**src/rtl/am_dds_mod.sv**
```systemverilog
// am_dds_mod: two-channel DDS AM source with handshake retune and a 5-stage output pipeline.
// Define AM_DSB_SC_EN to build the suppressed-carrier variant (envelope bias removed).
module am_dds_mod #(
    parameter int PHASE_W = 24,
    parameter int LUT_AW  = 8,
    parameter int CAR_W   = 8,
    parameter int MSG_W   = 9,
    parameter int DEPTH_W = 8,
    parameter int OUT_W   = 16
) (
    input  logic                      clk,
    input  logic                      rst_n,
    input  logic                      run,
    input  logic                      cfg_valid,
    output logic                      cfg_ready,
    input  logic [PHASE_W-1:0]        cfg_car_ftw,
    input  logic [PHASE_W-1:0]        cfg_msg_ftw,
    input  logic [DEPTH_W-1:0]        cfg_depth,
    output logic signed [CAR_W-1:0]   car_out,
    output logic signed [MSG_W-1:0]   msg_out,
    output logic signed [OUT_W-1:0]   am_out,
    output logic                      out_valid
);
    localparam int QW     = LUT_AW - 2;
    localparam int QN     = 1 << QW;
    localparam int ENV_W  = MSG_W + 1;
    localparam int MIX_W  = MSG_W + DEPTH_W + 1;
    localparam int PROD_W = CAR_W + MSG_W + 1;
    localparam int SHIFT  = PROD_W - OUT_W;

    // Quarter-wave cosine sampled at half-index offsets, so the four quadrants
    // mirror cleanly and index 0 holds the positive peak. Integer Taylor series in Q30.
    function automatic longint quarter_cos(input int idx, input int width);
        longint x, x2, term, sum, amp;
        x    = (64'sd3373259426 * longint'(2 * idx + 1)) / longint'(4 * QN);
        x2   = (x * x) >>> 30;
        term = 64'sd1 <<< 30;
        sum  = term;
        for (int k = 1; k <= 8; k++) begin
            term = -((term * x2) >>> 30) / longint'((2 * k - 1) * (2 * k));
            sum  = sum + term;
        end
        amp = (64'sd1 <<< (width - 1)) - 64'sd1;
        return (amp * sum + (64'sd1 <<< 29)) >>> 30;
    endfunction

    logic [CAR_W-2:0] car_rom [QN];
    logic [MSG_W-2:0] msg_rom [QN];

    generate
        for (genvar gi = 0; gi < QN; gi++) begin : g_rom
            assign car_rom[gi] = (CAR_W-1)'(quarter_cos(gi, CAR_W));
            assign msg_rom[gi] = (MSG_W-1)'(quarter_cos(gi, MSG_W));
        end
    endgenerate

    typedef enum logic [1:0] {IDLE, RUN, PEND} state_t;

    state_t             state_reg;
    logic               cfg_ready_reg;
    logic [PHASE_W-1:0] car_acc_reg, msg_acc_reg;
    logic [PHASE_W-1:0] car_ftw_reg, msg_ftw_reg;
    logic [PHASE_W-1:0] car_ftw_shd_reg, msg_ftw_shd_reg;
    logic [DEPTH_W-1:0] depth_reg, depth_shd_reg;
    logic [PHASE_W:0]   car_sum;
    logic               car_wrap;
    logic               cfg_accept;

    assign cfg_ready  = cfg_ready_reg;
    assign cfg_accept = cfg_valid & cfg_ready_reg;
    assign car_sum    = {1'b0, car_acc_reg} + {1'b0, car_ftw_reg};
    assign car_wrap   = car_sum[PHASE_W];

    always_ff @(posedge clk or negedge rst_n) begin
        if (!rst_n) begin
            state_reg       <= IDLE;
            cfg_ready_reg   <= 1'b0;
            car_acc_reg     <= '0;
            msg_acc_reg     <= '0;
            car_ftw_reg     <= '0;
            msg_ftw_reg     <= '0;
            depth_reg       <= '0;
            car_ftw_shd_reg <= '0;
            msg_ftw_shd_reg <= '0;
            depth_shd_reg   <= '0;
        end else begin
            case (state_reg)
                IDLE: begin
                    car_acc_reg   <= '0;
                    msg_acc_reg   <= '0;
                    cfg_ready_reg <= 1'b1;
                    if (cfg_accept) begin
                        car_ftw_reg <= cfg_car_ftw;
                        msg_ftw_reg <= cfg_msg_ftw;
                        depth_reg   <= cfg_depth;
                    end
                    if (run) state_reg <= RUN;
                end
                RUN: begin
                    if (!run) begin
                        state_reg     <= IDLE;
                        car_acc_reg   <= '0;
                        msg_acc_reg   <= '0;
                        cfg_ready_reg <= 1'b1;
                        if (cfg_accept) begin
                            car_ftw_reg <= cfg_car_ftw;
                            msg_ftw_reg <= cfg_msg_ftw;
                            depth_reg   <= cfg_depth;
                        end
                    end else begin
                        car_acc_reg <= car_sum[PHASE_W-1:0];
                        msg_acc_reg <= msg_acc_reg + msg_ftw_reg;
                        if (cfg_accept) begin
                            car_ftw_shd_reg <= cfg_car_ftw;
                            msg_ftw_shd_reg <= cfg_msg_ftw;
                            depth_shd_reg   <= cfg_depth;
                            cfg_ready_reg   <= 1'b0;
                            state_reg       <= PEND;
                        end
                    end
                end
                PEND: begin
                    if (!run) begin
                        state_reg     <= IDLE;
                        car_acc_reg   <= '0;
                        msg_acc_reg   <= '0;
                        cfg_ready_reg <= 1'b1;
                        car_ftw_reg   <= car_ftw_shd_reg;
                        msg_ftw_reg   <= msg_ftw_shd_reg;
                        depth_reg     <= depth_shd_reg;
                    end else begin
                        car_acc_reg <= car_sum[PHASE_W-1:0];
                        msg_acc_reg <= msg_acc_reg + msg_ftw_reg;
                        // Swap at the carrier wrap: the phase is near zero, so no visible step.
                        if (car_wrap) begin
                            car_ftw_reg   <= car_ftw_shd_reg;
                            msg_ftw_reg   <= msg_ftw_shd_reg;
                            depth_reg     <= depth_shd_reg;
                            cfg_ready_reg <= 1'b1;
                            state_reg     <= RUN;
                        end
                    end
                end
                default: begin
                    state_reg     <= IDLE;
                    cfg_ready_reg <= 1'b0;
                end
            endcase
        end
    end

    // Sample pipeline; depth travels with each sample so a change never splits one.
    logic [LUT_AW-1:0]        car_ph_s1_reg, msg_ph_s1_reg;
    logic [QW-1:0]            car_addr_s2_reg, msg_addr_s2_reg;
    logic                     car_neg_s2_reg, msg_neg_s2_reg;
    logic signed [CAR_W-1:0]  car_s3_reg, car_s4_reg;
    logic signed [MSG_W-1:0]  msg_s3_reg, msg_s4_reg;
    logic [DEPTH_W-1:0]       depth_s1_reg, depth_s2_reg, depth_s3_reg;
    logic signed [ENV_W-1:0]  scaled_s4_reg;
    logic [3:0]               valid_reg;

    logic signed [MIX_W-1:0]  mix_prod;
    logic signed [ENV_W-1:0]  env;
    logic signed [PROD_W-1:0] am_prod;

`ifndef AM_DSB_SC_EN
    localparam logic signed [ENV_W-1:0] ENV_BIAS = ENV_W'(2 ** (MSG_W - 1));
`endif

    always_comb begin
        mix_prod = msg_s3_reg * $signed({1'b0, depth_s3_reg});
`ifdef AM_DSB_SC_EN
        env = scaled_s4_reg;
`else
        env = ENV_BIAS + scaled_s4_reg;
`endif
        am_prod = car_s4_reg * env;
    end

    always_ff @(posedge clk or negedge rst_n) begin
        if (!rst_n) begin
            car_ph_s1_reg   <= '0;
            msg_ph_s1_reg   <= '0;
            depth_s1_reg    <= '0;
            car_addr_s2_reg <= '0;
            msg_addr_s2_reg <= '0;
            car_neg_s2_reg  <= 1'b0;
            msg_neg_s2_reg  <= 1'b0;
            depth_s2_reg    <= '0;
            car_s3_reg      <= '0;
            msg_s3_reg      <= '0;
            depth_s3_reg    <= '0;
            car_s4_reg      <= '0;
            msg_s4_reg      <= '0;
            scaled_s4_reg   <= '0;
            valid_reg       <= '0;
            car_out         <= '0;
            msg_out         <= '0;
            am_out          <= '0;
            out_valid       <= 1'b0;
        end else begin
            car_ph_s1_reg <= car_acc_reg[PHASE_W-1 -: LUT_AW];
            msg_ph_s1_reg <= msg_acc_reg[PHASE_W-1 -: LUT_AW];
            depth_s1_reg  <= depth_reg;

            car_addr_s2_reg <= car_ph_s1_reg[LUT_AW-2] ? ~car_ph_s1_reg[QW-1:0] : car_ph_s1_reg[QW-1:0];
            msg_addr_s2_reg <= msg_ph_s1_reg[LUT_AW-2] ? ~msg_ph_s1_reg[QW-1:0] : msg_ph_s1_reg[QW-1:0];
            car_neg_s2_reg  <= car_ph_s1_reg[LUT_AW-1] ^ car_ph_s1_reg[LUT_AW-2];
            msg_neg_s2_reg  <= msg_ph_s1_reg[LUT_AW-1] ^ msg_ph_s1_reg[LUT_AW-2];
            depth_s2_reg    <= depth_s1_reg;

            car_s3_reg   <= car_neg_s2_reg ? -$signed({1'b0, car_rom[car_addr_s2_reg]})
                                           :  $signed({1'b0, car_rom[car_addr_s2_reg]});
            msg_s3_reg   <= msg_neg_s2_reg ? -$signed({1'b0, msg_rom[msg_addr_s2_reg]})
                                           :  $signed({1'b0, msg_rom[msg_addr_s2_reg]});
            depth_s3_reg <= depth_s2_reg;

            car_s4_reg    <= car_s3_reg;
            msg_s4_reg    <= msg_s3_reg;
            scaled_s4_reg <= ENV_W'(mix_prod >>> DEPTH_W);

            valid_reg <= {valid_reg[2:0], (state_reg != IDLE)};
            out_valid <= valid_reg[3];
            if (valid_reg[3]) begin
                car_out <= car_s4_reg;
                msg_out <= msg_s4_reg;
                am_out  <= OUT_W'(am_prod >>> SHIFT);
            end
        end
    end
endmodule

```
**config.mk**
```make
export PLATFORM = sky130hd
export DESIGN_NAME = am_dds_mod
export DESIGN_NICKNAME = d
export VERILOG_FILES = /design/src/rtl/am_dds_mod.sv
export SDC_FILE = /design/constraint.sdc
export NUM_CORES = 1
export LEC_CHECK = 0
export BUFFER_PORTS_ARGS = -buffer_cell sky130_fd_sc_hd__buf_2
export CAP_MARGIN = 20
export CORE_MARGIN = 3
export CORE_UTILIZATION = 55
export CTS_CLUSTER_SIZE = 30
export DETAILED_ROUTE_END_ITERATION = 10
export GPL_TIMING_DRIVEN = 0
export PLACE_DENSITY_LB_ADDON = 0.15
export SETUP_SLACK_MARGIN = 0.15
export SLEW_MARGIN = 20
export SYNTH_ARGS = -nofsm -noshare
export SYNTH_HDL_FRONTEND = slang
export SYNTH_SLANG_ARGS = --single-unit
```
**constraint.sdc**
```tcl
create_clock -name clk -period 8 [get_ports clk]
set_clock_uncertainty 0.1 [all_clocks]
set_input_delay 1.2 -clock clk [delete_from_list [all_inputs] [get_ports clk]]
set_output_delay 1.2 -clock clk [all_outputs]
set_load 0.05 [all_outputs]
```
# --- Yosys cells after proc, flatten, opt, wreduce, memory -nomap -nowiden ---
# Memory sizes are Yosys's and may differ from the RTL's.
# Cells that the tools add are included.
# Widths: inputs -> output; s select.
op_classes:
  addsub: 5
  n_mul: 2
  n_lt_le_gt_ge: 2
  eq_ne: 6
  mux: 38
  bitwise_logic: 7
  reduce_logical: 9
ops:
  columns: ["cell", "n"]
  rows:
  - ["$mux 24", 10]
  - ["$pmux 24 s3", 2]
  - ["$pmux 24 s2", 2]
  - ["$mux 8", 7]
  - ["$add 24x24->25", 1]
  - ["$add 24x24->24", 1]
  - ["$pmux 8 s3", 1]
  - ["$mul 8x10->18", 1]
  - ["$mul 9x9->18", 1]
  - ["$ge 7x7->1 const B", 2]
  - ["$mux 7", 2]
  - ["$not 6->7", 2]
  - ["$mux 6", 2]
  - ["$not 6->6", 2]
  - ["$add 10x10->10 const A", 1]
  - ["$mux 2", 5]
  - ["$mux 9", 1]
  - ["$neg 8->9", 1]
  - ["$reduce_and 3->1", 3]
  - ["$neg 7->8", 1]
  - ["$ne 3x3->1 const B", 2]
  - ["$pmux 2 s3", 1]
  - ["$mux 1", 4]
  - ["$ne 2x2->1 const B", 2]
  - ["10 further kinds", 12]
word_totals:
  register_bits: 299
  mem_bits_ro: 960
  inputBits: 60
  output_inout_bits: 35
  n_memories: 2
memory_table:
  columns: ["memory", "words", "width", "read_ports", "rd_ports_with_merged_regs", "write_ports", "line", "rtl"]
  rows:
  - ["(name not given)", 64, 8, 1, 0, 0, "215", ": $signed({1'b0, msg_rom[msg_addr_s2_reg]});"]
  - ["(name not given)", 64, 7, 1, 0, 0, "213", ": $signed({1'b0, car_rom[car_addr_s2_reg]});"]

# --- Logic depth before layout (Yosys ltp) ---
# Gate-level depths: netlist (run 1).
logic_depth:
  word_depth: 6
  mapped_depth: 19
  depth_no_buf: 18

# --- Least setup slack after synthesis (run 1) ---
# OpenSTA, ideal clock, no wires.
synth_path:
  path_type: "register -> register"
  startpoint: "register scaled_s4_reg[8]"
  endpoint: "register am_out[15]"
  arrival_ns: 4.329
  t_required_ns: 7.775
  setup_slack_ns: 3.446
  stages_incl_launch_ff: 17
  period_less_slack_ns: 4.554
  path_cell_list: "dfrtp_1 -> xor2_1 -> nand2_1 -> inv_1 -> fa_1 -> inv_1 -> fa_1 -> fa_1 -> fa_1 -> inv_1 -> ha_1 -> and2_1 -> a22oi_1 -> o211ai_1 -> a31oi_1 -> xnor2_1 -> mux2_2"
synth_between:
  elab_chain_len: 2
synth_lines:
  columns: ["item", "line", "rtl"]
  rows:
  - ["start, declared", "159", "logic signed [ENV_W-1:0] scaled_s4_reg;"]
  - ["start signal, assigned", "220", "scaled_s4_reg <= ENV_W'(mix_prod >>> DEPTH_W);"]
  - ["$add 10x10->10", "175", "env = ENV_BIAS + scaled_s4_reg;"]
  - ["$mul 8x10->18", "177", "am_prod = car_s4_reg * env;"]
  - ["end signal, assigned", "227", "am_out <= OUT_W'(am_prod >>> SHIFT);"]
  - ["end, declared", "21", "output logic signed [OUT_W-1:0] am_out,"]
# No other way between the ends.
# A chain may end at the register's enable or synchronous reset.

# --- Worst setup path in the final report (run 1) ---
# Ends and elaborated chain as after synthesis.

==> flow_summary.yaml, run 1 <==
die:
  coreArea_um2: 35000
  rows: 68
  initial_core_util_pct: 56.5
  dieWidth_um: 196
  dieArea_um2: 38200
  io_pins: 95
  die_y_um: 196
timing:
  finalCritPeriodShare_pct: 65.8
  final_hold_viol_count: 0
  fmax_mhz: 190
  setup_viol: 0
  holdWs_ps: 245
  setup_tns_ps: 0
  rsz0062_at_grt: "false"
  worst_pin_slew_ps: 865
  slew_viol_final: 0
  slew_headroom_pct: 42.3
  period_needed_ps: 5260
global_routing:
  grt_max_degree: 97
  overflow: 0
  grt_pass1_vias: 14150
  grt_pass1_wl_mm: 67.9
  antenna_found_initial: 1
  grt_util_all_layers_pct: 21.1
routing:
  vias: 13679
  wire_per_inst_um: 15.7
  ant_nets: 0
  first_pass_iters: 5
  routed_wirelength_mm: 39.4
  drc: 0
  via_per_inst: 5.44
  first_iter_violations: 614
setup_path:
  crit_path_max_incr_delay_ps: 570
  critPathBufInv: 3
  crit_type: "flip-flop to flip-flop"
  cpLargestDelayFamily: "adder cells"
  cp_cell_sequence: "xor2_1 -> nand2_1 -> inv_1 -> fa_1 -> inv_1 -> fa_1 -> fa_1 -> fa_1 -> inv_1 -> ha_1 -> and2_1 -> a22oi_1 -> o211ai_1 -> a31oi_1 -> xnor2_1 -> mux2_2"
  required_ps: 8300
  cp_slowest_cell: "dfrtp_1"
  cp_max_fo: 9
  cp-start-kind: "flip-flop"
  cp-end-kind: "flip-flop"
  cpMostUsedCell: "fa_1"
  arrival_ps: 5570
min_path:
  hold_path_class: "flip-flop to flip-flop"
finish:
  fillCellCount: 2864
  area_delta_synth_final_pct: 11.1
  layout.nets: 2353
  drive_gt1_share_pct: 13.6
clocking:
  htreeDepth: 2
  path_clk_slew_ps: 50
  cts_buffer_depth: 3
  cts_tree: "yes"
  cts.sink_count: 299
  cts-root-buf: "clkbuf_16"
  numCtsBuffers: 34
  clk_latency_ps: 530
  cts.repair.resized: 0
  postCtsSetupRepairBufs: 0
  postCtsHoldBufs: 0
synthesis:
  synth_top_cell_area_share_pct: 37.9
  synth_cells: 1902
  synthTopCellsByCount: "dfrtp_1, inv_1, nand2_1, fa_1, ha_1"
  ys_warn_count: 0
  synth_edf_count: 0
  yosysMostFrequentCell: "dfrtp_1"
  synth.cell_area_um2: 19800
  yosys.area.top_type: "dfrtp_1"
  synthTopCellsByArea: "dfrtp_1, fa_1, ha_1, mux2_2, inv_1"
  ys_seq_elements: 299
  synth_cell_type_count: 79
  yosys_most_used_dff: "dfrtp_1"
  ys_seq_area_share_pct: 37.9
  syn_avg_cell_area_um2: 10.4
  ys_async_sr_fraction_pct: 100
  syn-num-nets: 2220
placed_design:
  hpwlAfterDp_mm: 30.2
  gp_congestion: 0.889
  io_buffers: 94
status:
  status: "complete, no violations"
run:
  drv_cap: 0
## worst reg2reg max path, cell delays in order, from the launching register on
cell and delay, ps:
dfrtp_1 570, xor2_1 540, nand2_1 190, inv_1 160
fa_1 480, inv_1 190, fa_1 440, fa_1 460
fa_1 490, inv_1 50, ha_1 330, and2_1 180
a22oi_1 210, o211ai_1 140, a31oi_1 240, xnor2_1 120
mux2_2 280
## stage by stage
stage               utilization, %  area, µm²  worst slack, ps  cells
floorplan                        -      19800             3450   1902
global placement              59.5      20800             75.0   2451
detailed placement            59.7      20900             2720   2454
CTS                           62.8      22000             2690   2514
global route                  62.8      22000             2380   2514
finish                        62.8      22000             2740   2515
## path summary, 6_finish.rpt
kind                                   from             end  slack, ps  depth (start not counted)
max                        scaled_s4_reg[8]      am_out[15]       2740                         16
min                           car_s3_reg[3]   car_s4_reg[3]        250                          0
max reg2reg                scaled_s4_reg[8]      am_out[15]       2740                         16
min reg2reg                   car_s3_reg[3]   car_s4_reg[3]        250                          0
max in group asynchronous             rst_n  car_ftw_reg[6]       6230                          3
min in group asynchronous             rst_n      am_out[14]        470                          1
## kinds of logic (layout without fill, tap and decap cells)
group	after synthesis	count (layout)	synth area share, %
fa+ha+maj	258	258	21.2
other cells	0	1	0
simple gates	456	456	11.1
buf+inv	292	449	5.88
flops	299	299	37.9
xor+xnor	93	93	4.16
compound gates	348	348	11.0
mux	156	156	8.74
## placed cells by master, fill, tap and decap left out, types with 18 or more instances in the layout
cell	count
dfrtp_1	299
inv_1	215
nand2_1	146
fa_1	129
ha_1	129
a21oi_1	125
nor2_1	115
buf_2	105
mux2_2	91
o21ai_0	85
and2_1	85
clkbuf_1	61
mux2i_1	61
xnor2_1	51
xor2_1	41
clkbuf_16	34
nor3_1	18
nor2b_1	18
## cell type report
type | count | area (µm²) | area share, %
Multi-Input combinational cell | 1311 | 11100 | 50.6
Sequential cell | 299 | 7480 | 34.1
Clock buffer | 48 | 943 | 4.30
Inverter | 218 | 818 | 3.73
Tap cell | 455 | 569 | 2.59
Timing Repair Buffer | 97 | 563 | 2.56
Buffer | 74 | 343 | 1.56
Clock inverter | 12 | 124 | 0.564
Antenna cell | 1 | 2.50 | 0.0114
## routing by layer
metal,vias to the layer above,GRT usage (%),routed length [µm]
met5,-,0,7
met3,59,3.14,1450
met2,228,36.8,19600
li1,6622,-,-
met1,6768,27.9,17500
met4,2,5.36,836
Power of run 1 is not shown: default switching activity piles up to over one toggle a cycle in this logic, so the estimate is an artifact.
==> run 2, diff against run 1 <==
==> constraint.sdc (replaced) <==
create_clock -name clk -period 4.9 [get_ports clk]
set_clock_uncertainty 0.1 [all_clocks]
set_input_delay 0.735 -clock clk [delete_from_list [all_inputs] [get_ports clk]]
set_output_delay 0.735 -clock clk [all_outputs]
set_load 0.05 [all_outputs]
==> flow_summary.yaml, run 2 (synthesized netlist as in run 1, its figures left out) <==
timing:
  worst_pin_slew_ps: 867
  period_needed_ps: 4600
  setup_tns_ps: 0
  final_hold_viol_count: 0
  slew_viol_final: 0
  setup_ws_ps: 303
  rsz0062_at_grt: "true"
  setup_viol: 0
  finalCritPeriodShare_pct: 93.8
  fmax_mhz: 218
  slew_headroom_pct: 42.2
finish:
  area_delta_synth_final_pct: 13.2
  design_area_um2: 22400
  drive_gt1_share_pct: 17.1
  layout.nets: 2375
  final_common_cell: "dfrtp_1"
  mostFrequentLayoutCells: "dfrtp_1, inv_1, nand2_1"
clocking:
  cts.sink_count: 299
  cts-root-buf: "clkbuf_16"
  cts_buffer_depth: 3
  cts_tree: "yes"
  numCtsBuffers: 34
  htreeDepth: 2
  path_clk_slew_ps: 50
  clk_latency_ps: 530
routing:
  routed_wirelength_mm: 39.9
  ant_nets: 0
  first_iter_violations: 553
  via_per_inst: 5.43
  first_pass_iters: 5
  vias: 13768
  wire_per_inst_um: 15.7
  drc: 0
run:
  drv_cap: 0
placed_design:
  io_buffers: 94
  gp_congestion: 0.889
  hpwlAfterDp_mm: 30.2
  post-place-ws_ps: -381
  place_area_um2: 20900
die:
  die_y_um: 196
  dieArea_um2: 38200
  rows: 68
  coreArea_um2: 35000
  io_pins: 95
  initial_core_util_pct: 56.5
  dieWidth_um: 196
setup_path:
  cp-end-kind: "flip-flop"
  arrival_ps: 4900
  r2r_cells: 13
  cp-start-kind: "flip-flop"
  crit_type: "flip-flop to flip-flop"
  cp_max_fo: 8
  required_ps: 5200
min_path:
  hold_path_class: "flip-flop to flip-flop"
  whs_path_depth: 0
status:
  status: "complete, no violations"
global_routing:
  antenna_found_initial: 1
  overflow: 0
  grt_pass1_vias: 14184
  grt_pass1_wl_mm: 68.2
  grt_max_degree: 97
  grt_util_all_layers_pct: 21.2
run 2: cell type report:
| type | count | area, µm² |
|---|---|---|
| tap | 455 | 569 |
| sequential | 299 | 7500 |
| antenna | 1 | 2.50 |
| fill | 2800 | 12600 |
| clock buffer | 48 | 943 |
| timing repair buffer | 119 | 728 |
| inverter | 218 | 821 |
| buffer | 74 | 389 |
| clock inverter | 12 | 124 |
| multi-input combinational | 1311 | 11300 |
run 2: repair_timing:
| item | CTS | global route |
|---|---|---|
| gates cloned | 0 | 0 |
| endpoints found under the setup margin | 12 | 13 |
| endpoints found under the hold margin | 1 | 0 |
| resized for setup | 39 | 40 |
| hold buffers | 1 | 0 |
| pin swaps | 8 | 21 |
| buffers inserted | 7 | 14 |
run 2: worst paths after layout:
| path | from | to | slack, ps |
|---|---|---|---|
| max | scaled_s4_reg[9] | am_out[14] | 300 |
| max reg2reg | scaled_s4_reg[9] | am_out[14] | 300 |
| min in group asynchronous | rst_n | am_out[14] | 610 |
| min | car_s3_reg[3] | car_s4_reg[3] | 250 |
| max in group asynchronous | rst_n | car_ftw_reg[6] | 2990 |
| min reg2reg | car_s3_reg[3] | car_s4_reg[3] | 250 |
run 2: through the flow:
| stage | cells | hold slack, ps | util (%) |
|---|---|---|---|
| finish | 2537 | 245 | 64.0 |
| global placement | 2451 | 231 | 59.5 |
| detailed placement | 2454 | 235 | 59.7 |
| floorplan | 1902 | 231 | - |
| global route | 2536 | 250 | 64.0 |
| CTS | 2522 | 247 | 63.3 |
run 2: metal layers:
metal	global-route usage [%]	wire length (µm)
met5	0	7
met4	5.39	947
met3	3.21	1500
met2	37.1	20000
met1	27.9	17500
run 2: critical path, cell delays in order, from the launching register on:
cell and delay [ps]:
dfrtp_1 420, xor2_4 310, and2_4 210, fa_2 480
fa_1 560, inv_1 60, fa_1 500, fa_1 540
inv_1 40, ha_1 220, or3_1 390, o31ai_2 260
xnor2_1 90, mux2_2 260
Power of run 2 is left out for the same reason.
